===== src/rtl/aes_round_sequencer.sv =====
// aes_round_sequencer: iterative AES-128 round controller feeding an external round datapath.
module aes_round_sequencer #(
  parameter int ROUND_LAT = 3
) (
  input  logic         clock,
  input  logic         rst,
  input  logic         in_valid,
  output logic         in_ready,
  input  logic [127:0] in_pt,
  input  logic [127:0] in_key,
  output logic [127:0] rnd_din,
  output logic [3:0]   rnd_count,
  output logic [127:0] rnd_kin,
  output logic         rnd_last,
  input  logic [127:0] rnd_out,
  input  logic [127:0] rnd_kout,
  output logic         ct_valid,
  input  logic         ct_ready,
  output logic [127:0] ct_data
);
  typedef enum logic [1:0] {IDLE, RUN, DONE} state_t;
  localparam logic [3:0] LAT_M1 = 4'(ROUND_LAT - 1);
  state_t state, state_nxt;
  logic [127:0] state_reg, key_reg, ct_reg;
  logic [3:0] round, wait_cnt;
  logic accept, round_end, final_end;
  assign accept    = (state == IDLE) && in_valid;
  assign round_end = (state == RUN) && (wait_cnt == LAT_M1);
  assign final_end = round_end && (round == 4'd10);
  assign in_ready  = (state == IDLE);
  assign ct_valid  = (state == DONE);
  assign ct_data   = ct_reg;
  assign rnd_din   = state_reg;
  assign rnd_kin   = key_reg;
  assign rnd_count = round;
  assign rnd_last  = (round == 4'd10);
  always_ff @(posedge clock)
    if (rst) state <= IDLE;
    else state <= state_nxt;
  always_comb begin
    state_nxt = accept ? RUN :
                final_end ? DONE :
                (state == DONE && ct_ready) ? IDLE : state;
  end
  // Round inputs are only ever updated on a round boundary, so they stay constant across each window.
  always_ff @(posedge clock) begin
    if (rst) begin
      state_reg <= '0;
      key_reg   <= '0;
      ct_reg    <= '0;
      round     <= '0;
      wait_cnt  <= '0;
    end else if (accept) begin
      state_reg <= in_pt ^ in_key;
      key_reg   <= in_key;
      round     <= 4'd1;
      wait_cnt  <= '0;
    end else if (final_end) begin
      ct_reg   <= rnd_out;
      wait_cnt <= '0;
    end else if (round_end) begin
      state_reg <= rnd_out;
      key_reg   <= rnd_kout;
      round     <= round + 4'd1;
      wait_cnt  <= '0;
    end else if (state == RUN) begin
      wait_cnt <= wait_cnt + 4'd1;
    end
  end
endmodule


===== config.mk =====
export PLATFORM = sky130hd
export DESIGN_NAME = aes_round_sequencer
export DESIGN_NICKNAME = d
export VERILOG_FILES = /design/src/rtl/aes_round_sequencer.sv
export SDC_FILE = /design/constraint.sdc
export NUM_CORES = 1
export LEC_CHECK = 0
export CORE_AREA = 3 3 350 352
export CTS_CLUSTER_SIZE = 25
export DETAILED_ROUTE_END_ITERATION = 7
export DIE_AREA = 0 0 353 355
export PLACE_DENSITY = 0.46
export SYNTH_ARGS = -nofsm -noshare
export SYNTH_HDL_FRONTEND = slang
export SYNTH_SLANG_ARGS = --single-unit

===== constraint.sdc =====
create_clock -name clock -period 3.4 [get_ports clock]
set_clock_uncertainty 0.2 [all_clocks]
set_input_delay 0.34 -clock clock [delete_from_list [all_inputs] [get_ports clock]]
set_output_delay 0.34 -clock clock [all_outputs]
set_load 0.1 [all_outputs]

======== Word-level counts from Yosys, hierarchy flattened ========
Cells that the tools add are included.
storage, ports and cells
  register bits after elaboration ......... 394
  input port bits ......................... 516
  logic and storage cells ................. 43
cells by class
  add/subtract/negate cells ............... 2
  equal/unequal tests ..................... 5
  muxes and demuxes ....................... 12
  bitwise logic cells ..................... 3
  reductions and logical operators ........ 13
operators with widths
  kind                                            count
  2-to-1 mux 128 bit                              6
  XOR 128 bit                                     1
  adder 4 x 1 -> 4 bit (second input constant)    2
  AND reduction 2 bit                             3
  == test 4 x 2 -> 1 bit (second input constant)  1
  == test 4 bit (second input constant)           1
  logical AND 1 bit                               4
  2-to-1 mux 1 bit                                4
  2-to-1 mux 2 bit                                2
  nonzero test 2 bit                              2
  OR reduction 4 bit                              1
  nonzero test 3 bit                              1
  == test 2 x 1 -> 1 bit (second input constant)  1
  == test 2 bit (second input constant)           1
  zero test 2 bit                                 1
  inequality test 2 bit (second input constant)   1
  NOT 1 bit                                       2
  OR reduction 2 bit                              1

======== Logic depth before layout (Yosys ltp) ========
Gate-level depths: netlist of run 1.
  depth in word-level cells ............... 5
  depth in mapped cells ................... 9

======== Worst setup path after synthesis of run 1 ========
Ideal clock, no wire load.
  kind .................................... flip-flop to flip-flop
  from .................................... reg round[1], in the netlist rnd_count[1]
  to ...................................... reg ct_reg[119], in the netlist ct_data[119]
  setup time .............................. 0.071 ns
  arrival time ............................ 3.068 ns
  path slack .............................. 0.062 ns
  stages on the path, launching flop included .. 8
  buffers on the path ..................... 2
  path through ............................ dfxtp_1 > ha_1 > nand3b_1 > inv_2 > buf_2 > buf_1 > nand4_1 > a21oi_1
on the way
  longest elaborated chain between the ends .. 3
ends and longest elaborated chain
  what                                  RTL line  text
  from (decl)                           25        logic [3:0] round, wait_cnt;
  from (signal assigned)                64        round <= round + 4'd1;
  == test 4 bit                         -
  named net rnd_last                    14        output logic rnd_last,
  logical AND 1 bit                     29        assign final_end = round_end && (round == 4'd10);
  AND reduction 2 bit (no source line)  -
  to (signal assigned)                  59        ct_reg <= rnd_out;
  to (decl)                             24        logic [127:0] state_reg, key_reg, ct_reg;
The timed path passes the listed nets, and every way through them passes these cells.
A chain may end at the register's enable or synchronous reset.

======== Worst setup path in the final report of run 1 ========
  from .................................... reg round[0], in the netlist rnd_count[0]
  to ...................................... out rnd_last
on the way
  longest elaborated chain between the ends .. 1
ends and longest elaborated chain
  what           RTL line  text
  == test 4 bit  36        assign rnd_last = (round == 4'd10);
  to (decl)      14
Every way passes these cells.

==> impl_metrics.sql, run 1 <==
INSERT INTO impl_metrics (metric_group, metric, value, unit) VALUES
('run_status', 'outcome', 'completed', ''),
('synthesis', 'ys_seq_area_share', '39.8', '%'),
('clock_tree', 'clk-insertion-delay-late', '0.62', 'ns'),
('synthesis', 'synth-compound-area-share', '35.2', '%'),
('power', 'power_density', '477', 'mW/mm2'),
('worst_setup_path', 'startpoint_kind_of_the_worst_setup_timing_path', 'register', ''),
('worst_hold_path', 'min-delay-path-class', 'in2reg', ''),
('sta', 'hold_viol', '0', ''),
('clock_tree', 'tritoncts', 'yes', ''),
('clock_tree', 'clk_pin_slew_worst_paths', '0.06', 'ns'),
('detailed_routing', 'postRouteAntennaNets', '0', ''),
('detailed_routing', 'drt-total-wl', '113000', 'um'),
('sta', 'timing.final.crit_share', '91.1', '%'),
('synthesis', 'netlist_instances', '2057', ''),
('detailed_routing', 'detailedRoute.firstIterationViolations', '1676', ''),
('cells_and_area', 'layout.cell_area.non_filler', '0.0317', 'mm2'),
('placed_design', 'gp_congestion', '0.803', ''),
('sta', 'grt_setup_unrepaired', 'false', ''),
('run', 'cap_viol_max_count', '0', ''),
('cells_and_area', 'nets', '3295', ''),
('synthesis', 'dominant_combinational_cell_family_by_area_after_synthesis', 'compound AO/OA/AOI/OAI gates', ''),
('clock_tree', 'clock-sinks', '394', ''),
('synthesis', 'synth_adder_area_share', '0.253', '%'),
('global_route', 'number_of_global_route_vias_before_repair', '21700', ''),
('detailed_routing', 'routedWlPerCell', '25.4', 'um'),
('cells_and_area', 'drive_gt1_share', '11.6', '%'),
('detailed_routing', 'dr.max_layer_used', 'met5', ''),
('global_route', 'grt_pass1_wl', '159000', 'um'),
('global_route', 'initial_antenna_violation_count', '24', ''),
('clock_tree', 'tritoncts.num_buffers', '50', ''),
('placed_design', 'port_buffers', '906', ''),
('sta', 'final-max-slew-violation-count', '0', ''),
('clock_tree', 'cts.path.max_buffers', '3', ''),
('synthesis', 'netlist-cell-type-count', '35', ''),
('detailed_routing', 'detail_route.drc_violations', '0', ''),
('sta', 'tns', '0', 'ns'),
('die', 'die-height', '355', 'um'),
('detailed_routing', 'met3_wirelength', '11700', 'um'),
('cells_and_area', 'area_growth', '60.1', '%'),
('synthesis', 'synth_xor_area_share', '5.75', '%'),
('worst_setup_path', 'critical_path_capture_point_type', 'primary output', ''),
('synthesis', 'synth-simple-area-share', '4.95', '%'),
('detailed_routing', 'via_count', '21800', ''),
('worst_setup_path', 'cp_data_arrival_time', '2.56', 'ns'),
('synthesis', 'ys_seq_elements', '394', ''),
('sta', 'remaining_max_slew_budget_at_the_tightest_pin', '28.4', '%'),
('sta', 'fmax', '323', 'MHz'),
('detailed_routing', 'drtPass1Iterations', '5', ''),
('synthesis', 'cell_area_synth', '0.0198', 'mm2'),
('synthesis', 'synth.mux.area_fraction', '6.47', '%'),
('worst_setup_path', 'critical_path_peak_fanout', '66', ''),
('die', 'floorplan.die_area', '0.125', 'mm2'),
('die', 'floorplan.rows', '127', ''),
('clock_tree', 'cts_max_level', '2', ''),
('detailed_routing', 'met2WireLength', '54000', 'um'),
('clock_tree', 'ctsRootBufferMaster', 'sky130_fd_sc_hd__clkbuf_16', ''),
('detailed_routing', 'drt-met1-wl', '44100', 'um'),
('worst_setup_path', 'worst_ep_required_time', '2.86', 'ns'),
('synthesis', 'mappedNetlistNets', '2577', ''),
('sta', 'setup_viol', '0', ''),
('die', 'num_io_pins', '907', ''),
('placed_design', 'hpwl', '81100', 'um'),
('sta', 'final_period_minus_worst_setup_slack', '3.10', 'ns'),
('global_route', 'grt_usage', '16.8', '%'),
('die', 'die_w', '353', 'um'),
('placed_design', 'placement.cell_area', '0.0302', 'mm2'),
('die', 'core_area', '0.120', 'mm2'),
('power', 'p_leak', '10.5', 'nW'),
('synthesis', 'synthesis.area_per_instance', '9.63', 'um2'),
('die', 'initial_core_util', '16.6', '%'),
('power', 'irDropWorstVdd', '0.286', 'mV'),
('global_route', 'global_route.overflow_total', '0', ''),
('synthesis', 'synth-warning-count', '0', ''),
('worst_setup_path', 'critical_path_class', 'reg2out', ''),
('sta', 'max_slew.worst_pin.slew', '1.07', 'ns'),
('global_route', 'grt_max_degree', '137', ''),
('detailed_routing', 'vias_per_cell', '4.91', '');
## worst max-delay path: stages (launching register included)
cell                       delay [ns]
sky130_fd_sc_hd__dfxtp_1         0.36
sky130_fd_sc_hd__inv_1           0.08
sky130_fd_sc_hd__ha_1            0.16
sky130_fd_sc_hd__nand3b_1        0.31
sky130_fd_sc_hd__inv_8           0.40
sky130_fd_sc_hd__buf_12          0.38
sky130_fd_sc_hd__buf_12          0.22
## cell usage after synthesis
cell	number	area share, %
sky130_fd_sc_hd__a2111oi_0	1	0.044
sky130_fd_sc_hd__nand4bb_1	1	0.057
sky130_fd_sc_hd__nor2b_1	2	0.063
sky130_fd_sc_hd__nor3_1	2	0.051
sky130_fd_sc_hd__xor2_1	4	0.18
sky130_fd_sc_hd__a311oi_1	134	5.9
sky130_fd_sc_hd__a221oi_1	125	5.5
sky130_fd_sc_hd__nand2b_1	3	0.095
sky130_fd_sc_hd__a211oi_1	130	4.9
sky130_fd_sc_hd__buf_2	89	2.2
sky130_fd_sc_hd__a21oi_1	131	3.3
sky130_fd_sc_hd__buf_4	21	0.80
sky130_fd_sc_hd__or4_1	1	0.038
sky130_fd_sc_hd__clkbuf_1	188	3.6
sky130_fd_sc_hd__a41oi_1	125	5.5
sky130_fd_sc_hd__nand3_1	2	0.051
sky130_fd_sc_hd__or3b_1	1	0.044
sky130_fd_sc_hd__xnor2_1	126	5.6
sky130_fd_sc_hd__nand3b_1	2	0.076
sky130_fd_sc_hd__o21ai_0	1	0.025
sky130_fd_sc_hd__a31oi_1	1	0.032
sky130_fd_sc_hd__nor3b_2	1	0.063
sky130_fd_sc_hd__ha_1	4	0.25
sky130_fd_sc_hd__o31ai_1	259	9.8
sky130_fd_sc_hd__mux2i_1	128	6.5
sky130_fd_sc_hd__nor2_1	8	0.15
sky130_fd_sc_hd__nand4_1	132	4.2
sky130_fd_sc_hd__or3_1	1	0.032
sky130_fd_sc_hd__buf_6	8	0.45
sky130_fd_sc_hd__buf_1	25	0.47
sky130_fd_sc_hd__dfxtp_1	394	40
sky130_fd_sc_hd__and4bb_1	1	0.063
sky130_fd_sc_hd__a32oi_1	1	0.044
sky130_fd_sc_hd__inv_2	2	0.038
sky130_fd_sc_hd__inv_1	3	0.057
## layer usage
| metal | up-vias | GRT usage (%) |
|---|---|---|
| li1 | 9918 | - |
| met1 | 10800 | 19.9 |
| met2 | 918 | 27.6 |
| met3 | 129 | 6.71 |
| met4 | 2 | 5.39 |
| met5 | - | 0 |
## power breakdown
group / internal, mW / total [mW] / switching [mW] / leakage [nW]
sequential: 4.92 / 5.09 / 0.176 / 3.24
combinational: 1.54 / 4.86 / 3.32 / 6.51
clock: 2.92 / 5.17 / 2.25 / 0.751
## worst paths after layout
kind                              from                   endpoint  slack [ns]  cells past startpoint
min                        rnd_out[97]   ct_data[97]$_SDFFE_PP0P_        0.14                      3
max          rnd_count[0]$_SDFFE_PP0P_                   rnd_last        0.30                      6
min reg2reg  ct_data[108]$_SDFFE_PP0P_  ct_data[108]$_SDFFE_PP0P_        0.27                      2
max reg2reg  rnd_count[0]$_SDFFE_PP0P_   rnd_din[67]$_SDFFE_PP0P_        0.68                      7
## repair_timing
| action | 4_1_cts | 5_1_grt |
|---|---|---|
| resized for setup | 0 | 0 |
| endpoints found under the hold margin | 23 | 0 |
| hold buffers | 1 | 0 |
| buffers inserted | 0 | 0 |
## final cells by class
cell class | count | area, um2
fill | 12800 | 87900
multi-input combinational | 1327 | 10500
timing repair buffer | 997 | 9760
sequential | 394 | 7890
tap | 1612 | 2020
clock buffer | 76 | 1450
clock inverter | 12 | 83.8
antenna | 16 | 40.0
inverter | 5 | 33.8
## through the flow
step,hold WS (ns),setup slack (ns),std cells,total power [mW],util (%)
after floorplan,0.303,0.0618,2057,8.29,-
after global placement,0.253,0.776,4334,10.1,25.2
after detailed placement,0.258,0.750,4334,10.1,25.2
after CTS,0.0805,0.219,4423,15.3,26.5
after global routing,0.125,0.119,4435,15.6,26.5
final,0.144,0.303,4439,15.1,26.5
## layout by cell type, fill, tap and decap left out, types with 16 or more instances in the layout
master                            instances
sky130_fd_sc_hd__a41oi_1                125
sky130_fd_sc_hd__a211oi_1               130
sky130_fd_sc_hd__mux2i_1                128
sky130_fd_sc_hd__buf_12                  31
sky130_fd_sc_hd__a21oi_1                131
sky130_fd_sc_hd__xnor2_1                126
sky130_fd_sc_hd__nand4_1                132
sky130_fd_sc_hd__dfxtp_1                393
sky130_fd_sc_hd__a221oi_1               125
sky130_fd_sc_hd__clkbuf_1                16
sky130_fd_sc_hd__buf_4                  215
sky130_fd_sc_hd__o31ai_1                258
sky130_fd_sc_hd__a311oi_1               134
sky130_fd_sc_hd__clkdlybuf4s50_1        749
sky130_fd_sc_hd__diode_2                 16
sky130_fd_sc_hd__clkbuf_16               50
## cell families (layout without fill, tap and decap cells)
| family | count (synthesis) | in the layout |
|---|---|---|
| multiplexers | 128 | 128 |
| XOR/XNOR | 130 | 130 |
| other | 0 | 16 |
| flip-flops | 394 | 394 |
| buffers and inverters | 336 | 1090 |
| AND/OR/NAND/NOR | 157 | 157 |
| adder cells (fa/ha/maj) | 4 | 4 |
| AO/OA/AOI/OAI | 908 | 908 |
Note: power is estimated with default switching activity, not from simulation.
==> run 2, diff against run 1 <==
--- a/config.mk
+++ b/config.mk
@@ -5,11 +5,11 @@
 export SDC_FILE = /design/constraint.sdc
 export NUM_CORES = 1
 export LEC_CHECK = 0
-export CORE_AREA = 3 3 350 352
+export CORE_AREA = 3 3 349 351
 export CTS_CLUSTER_SIZE = 25
 export DETAILED_ROUTE_END_ITERATION = 7
-export DIE_AREA = 0 0 353 355
-export PLACE_DENSITY = 0.46
+export DIE_AREA = 0 0 352 354
+export REMOVE_ABC_BUFFERS = 1
 export SYNTH_ARGS = -nofsm -noshare
 export SYNTH_HDL_FRONTEND = slang
 export SYNTH_SLANG_ARGS = --single-unit
==> impl_metrics.sql, run 2 (synthesis gave the netlist of run 1 again) <==
INSERT INTO impl_metrics (metric_group, metric, value, unit) VALUES
('run_status', 'outcome', 'completed', ''),
('run', 'cap_viol_max_count', '0', ''),
('sta', 'final_period_minus_worst_setup_slack', '3.08', 'ns'),
('detailed_routing', 'drtPass1Iterations', '7', ''),
('clock_tree', 'cts.path.max_buffers', '3', ''),
('global_route', 'initial_antenna_violation_count', '26', ''),
('placed_design', 'post-place-cells', '4336', ''),
('sta', 'timing.final.crit_share', '90.5', '%'),
('sta', 'tns', '0', 'ns'),
('global_route', 'grt_pass1_wl', '155000', 'um'),
('placed_design', 'placement.cell_area', '0.0304', 'mm2'),
('worst_setup_path', 'rrSetupSlack', '0.66', 'ns'),
('power', 'p_leak', '10.4', 'nW'),
('cells_and_area', 'area_growth', '61.1', '%'),
('worst_setup_path', 'critical_path_peak_fanout', '63', ''),
('cells_and_area', 'finish.cell_count_without_fillers', '4433', ''),
('global_route', 'met1_demand_to_capacity_share_in_global_routing', '21.2', '%'),
('sta', 'hold_viol', '0', ''),
('die', 'num_io_pins', '907', ''),
('cells_and_area', 'utilization', '26.8', '%'),
('worst_setup_path', 'startpoint_kind_of_the_worst_setup_timing_path', 'register', ''),
('sta', 'grt_setup_unrepaired', 'false', ''),
('global_route', 'global_route.overflow_total', '0', ''),
('global_route', 'grt_util_met2', '26.6', '%'),
('worst_setup_path', 'cp_data_arrival_time', '2.54', 'ns'),
('global_route', 'number_of_global_route_vias_before_repair', '21400', ''),
('clock_tree', 'tritoncts.num_buffers', '49', ''),
('detailed_routing', 'postRouteAntennaNets', '0', ''),
('placed_design', 'port_buffers', '906', ''),
('cells_and_area', 'final_cell_mix', '823 x sky130_fd_sc_hd__clkdlybuf4s50_1, 393 x sky130_fd_sc_hd__dfxtp_1, 258 x sky130_fd_sc_hd__o31ai_1, 143 x sky130_fd_sc_hd__buf_4, 134 x sky130_fd_sc_hd__a311oi_1', ''),
('clock_tree', 'clk-insertion-delay-late', '0.60', 'ns'),
('clock_tree', 'clock-sinks', '394', ''),
('die', 'core_area', '0.119', 'mm2'),
('clock_tree', 'ctsRootBufferMaster', 'sky130_fd_sc_hd__clkbuf_16', ''),
('power', 'irDropWorstVdd', '0.277', 'mV'),
('detailed_routing', 'vias_per_cell', '4.99', ''),
('power', 'design_power_total', '15.1', 'mW'),
('detailed_routing', 'drt-total-wl', '109000', 'um'),
('sta', 'post-route-worst-setup-slack', '0.325', 'ns'),
('detailed_routing', 'detail_route.drc_violations', '0', ''),
('detailed_routing', 'detailedRoute.firstIterationViolations', '1778', ''),
('global_route', 'grt_usage', '16.4', '%'),
('clock_tree', 'cts_max_level', '2', ''),
('global_route', 'grt-busiest-layer', 'met2', ''),
('sta', 'remaining_max_slew_budget_at_the_tightest_pin', '27.3', '%'),
('detailed_routing', 'routedWlPerCell', '24.5', 'um'),
('sta', 'fmax', '325', 'MHz'),
('worst_setup_path', 'critical_path_class', 'reg2out', ''),
('die', 'die-height', '354', 'um'),
('sta', 'final-max-slew-violation-count', '0', ''),
('worst_hold_path', 'min-delay-path-class', 'in2reg', ''),
('placed_design', 'hpwl', '79400', 'um'),
('sta', 'max_slew.worst_pin.slew', '1.09', 'ns'),
('die', 'floorplan.die_area', '0.125', 'mm2'),
('cells_and_area', 'nets', '3296', ''),
('sta', 'setup_viol', '0', ''),
('cells_and_area', 'drive_gt1_share', '9.22', '%'),
('cells_and_area', 'layout.cell_area.non_filler', '0.0319', 'mm2'),
('global_route', 'global_route.usage.met3', '4.69', '%'),
('clock_tree', 'clk_pin_slew_worst_paths', '0.06', 'ns'),
('clock_tree', 'tritoncts', 'yes', ''),
('detailed_routing', 'via_count', '22100', ''),
('die', 'floorplan.rows', '127', ''),
('placed_design', 'gp_congestion', '0.881', ''),
('cells_and_area', 'most_common_cell_after_layout_fill_and_taps_aside', 'sky130_fd_sc_hd__clkdlybuf4s50_1', ''),
('sta', 'whs', '0.151', 'ns'),
('die', 'die_w', '352', 'um'),
('power', 'power_density', '473', 'mW/mm2'),
('die', 'initial_core_util', '16.6', '%'),
('worst_setup_path', 'worst_ep_required_time', '2.86', 'ns'),
('worst_setup_path', 'critical_path_capture_point_type', 'primary output', ''),
('global_route', 'grt_max_degree', '138', ''),
('placed_design', 'worst_slack_at_placement', '0.687', 'ns');
-- run 2: layout make-up --
| cell class | count | area (um2) |
|---|---|---|
| Inverter | 5 | 33.8 |
| Timing Repair Buffer | 999 | 9960 |
| Fill cell | 12700 | 87400 |
| Antenna cell | 11 | 27.5 |
| Clock buffer | 74 | 1480 |
| Multi-Input combinational cell | 1327 | 10500 |
| Tap cell | 1612 | 2020 |
| Clock inverter | 11 | 61.3 |
| Sequential cell | 394 | 7890 |
-- run 2: what timing repair did --
| item | in CTS | in global routing |
|---|---|---|
| resized for setup | 0 | 0 |
| endpoints found under the hold margin | 5 | 0 |
| buffers inserted | 0 | 0 |
| hold buffers | 1 | 0 |
| setup endpoints to repair | 0 | 0 |
-- run 2: final timing paths --
check	from	to	depth (start not counted)
max	rnd_count[1]$_SDFFE_PP0P_	rnd_last	6
min	rnd_out[108]	ct_data[108]$_SDFFE_PP0P_	3
max reg2reg	rnd_count[0]$_SDFFE_PP0P_	rnd_din[96]$_SDFFE_PP0P_	7
min reg2reg	ct_data[120]$_SDFFE_PP0P_	ct_data[120]$_SDFFE_PP0P_	2
-- run 2: critical path: stages (launching register included) --
cell and delay (ns):
sky130_fd_sc_hd__dfxtp_1 0.41, sky130_fd_sc_hd__ha_1 0.20, sky130_fd_sc_hd__nand3b_1 0.26, sky130_fd_sc_hd__inv_8 0.14
sky130_fd_sc_hd__buf_12 0.30, sky130_fd_sc_hd__buf_4 0.37, sky130_fd_sc_hd__buf_12 0.22
-- run 2: routing by layer --
| metal | part of all wire, % | vias to the layer above |
|---|---|---|
| met5 | 0.0074 | - |
| met4 | 2.6 | 2 |
| met3 | 7.7 | 158 |
| met2 | 47 | 1017 |
| met1 | 43 | 11000 |
| li1 | - | 9913 |
-- run 2: where the power goes --
| group | switching [mW] | internal [mW] | total (mW) |
|---|---|---|---|
| clock | 2.18 | 2.97 | 5.15 |
| sequential | 0.200 | 4.92 | 5.12 |
| combinational | 3.26 | 1.55 | 4.82 |
| total | 5.64 | 9.45 | 15.1 |
==> run 3, diff against run 2 <==
--- a/config.mk
+++ b/config.mk
@@ -5,6 +5,7 @@
 export SDC_FILE = /design/constraint.sdc
 export NUM_CORES = 1
 export LEC_CHECK = 0
+export CAP_MARGIN = 10
 export CORE_AREA = 3 3 349 351
 export CTS_CLUSTER_SIZE = 25
 export DETAILED_ROUTE_END_ITERATION = 7
==> results of run 3 <==
Final layout, timing and power as in run 2 (identical DEF).
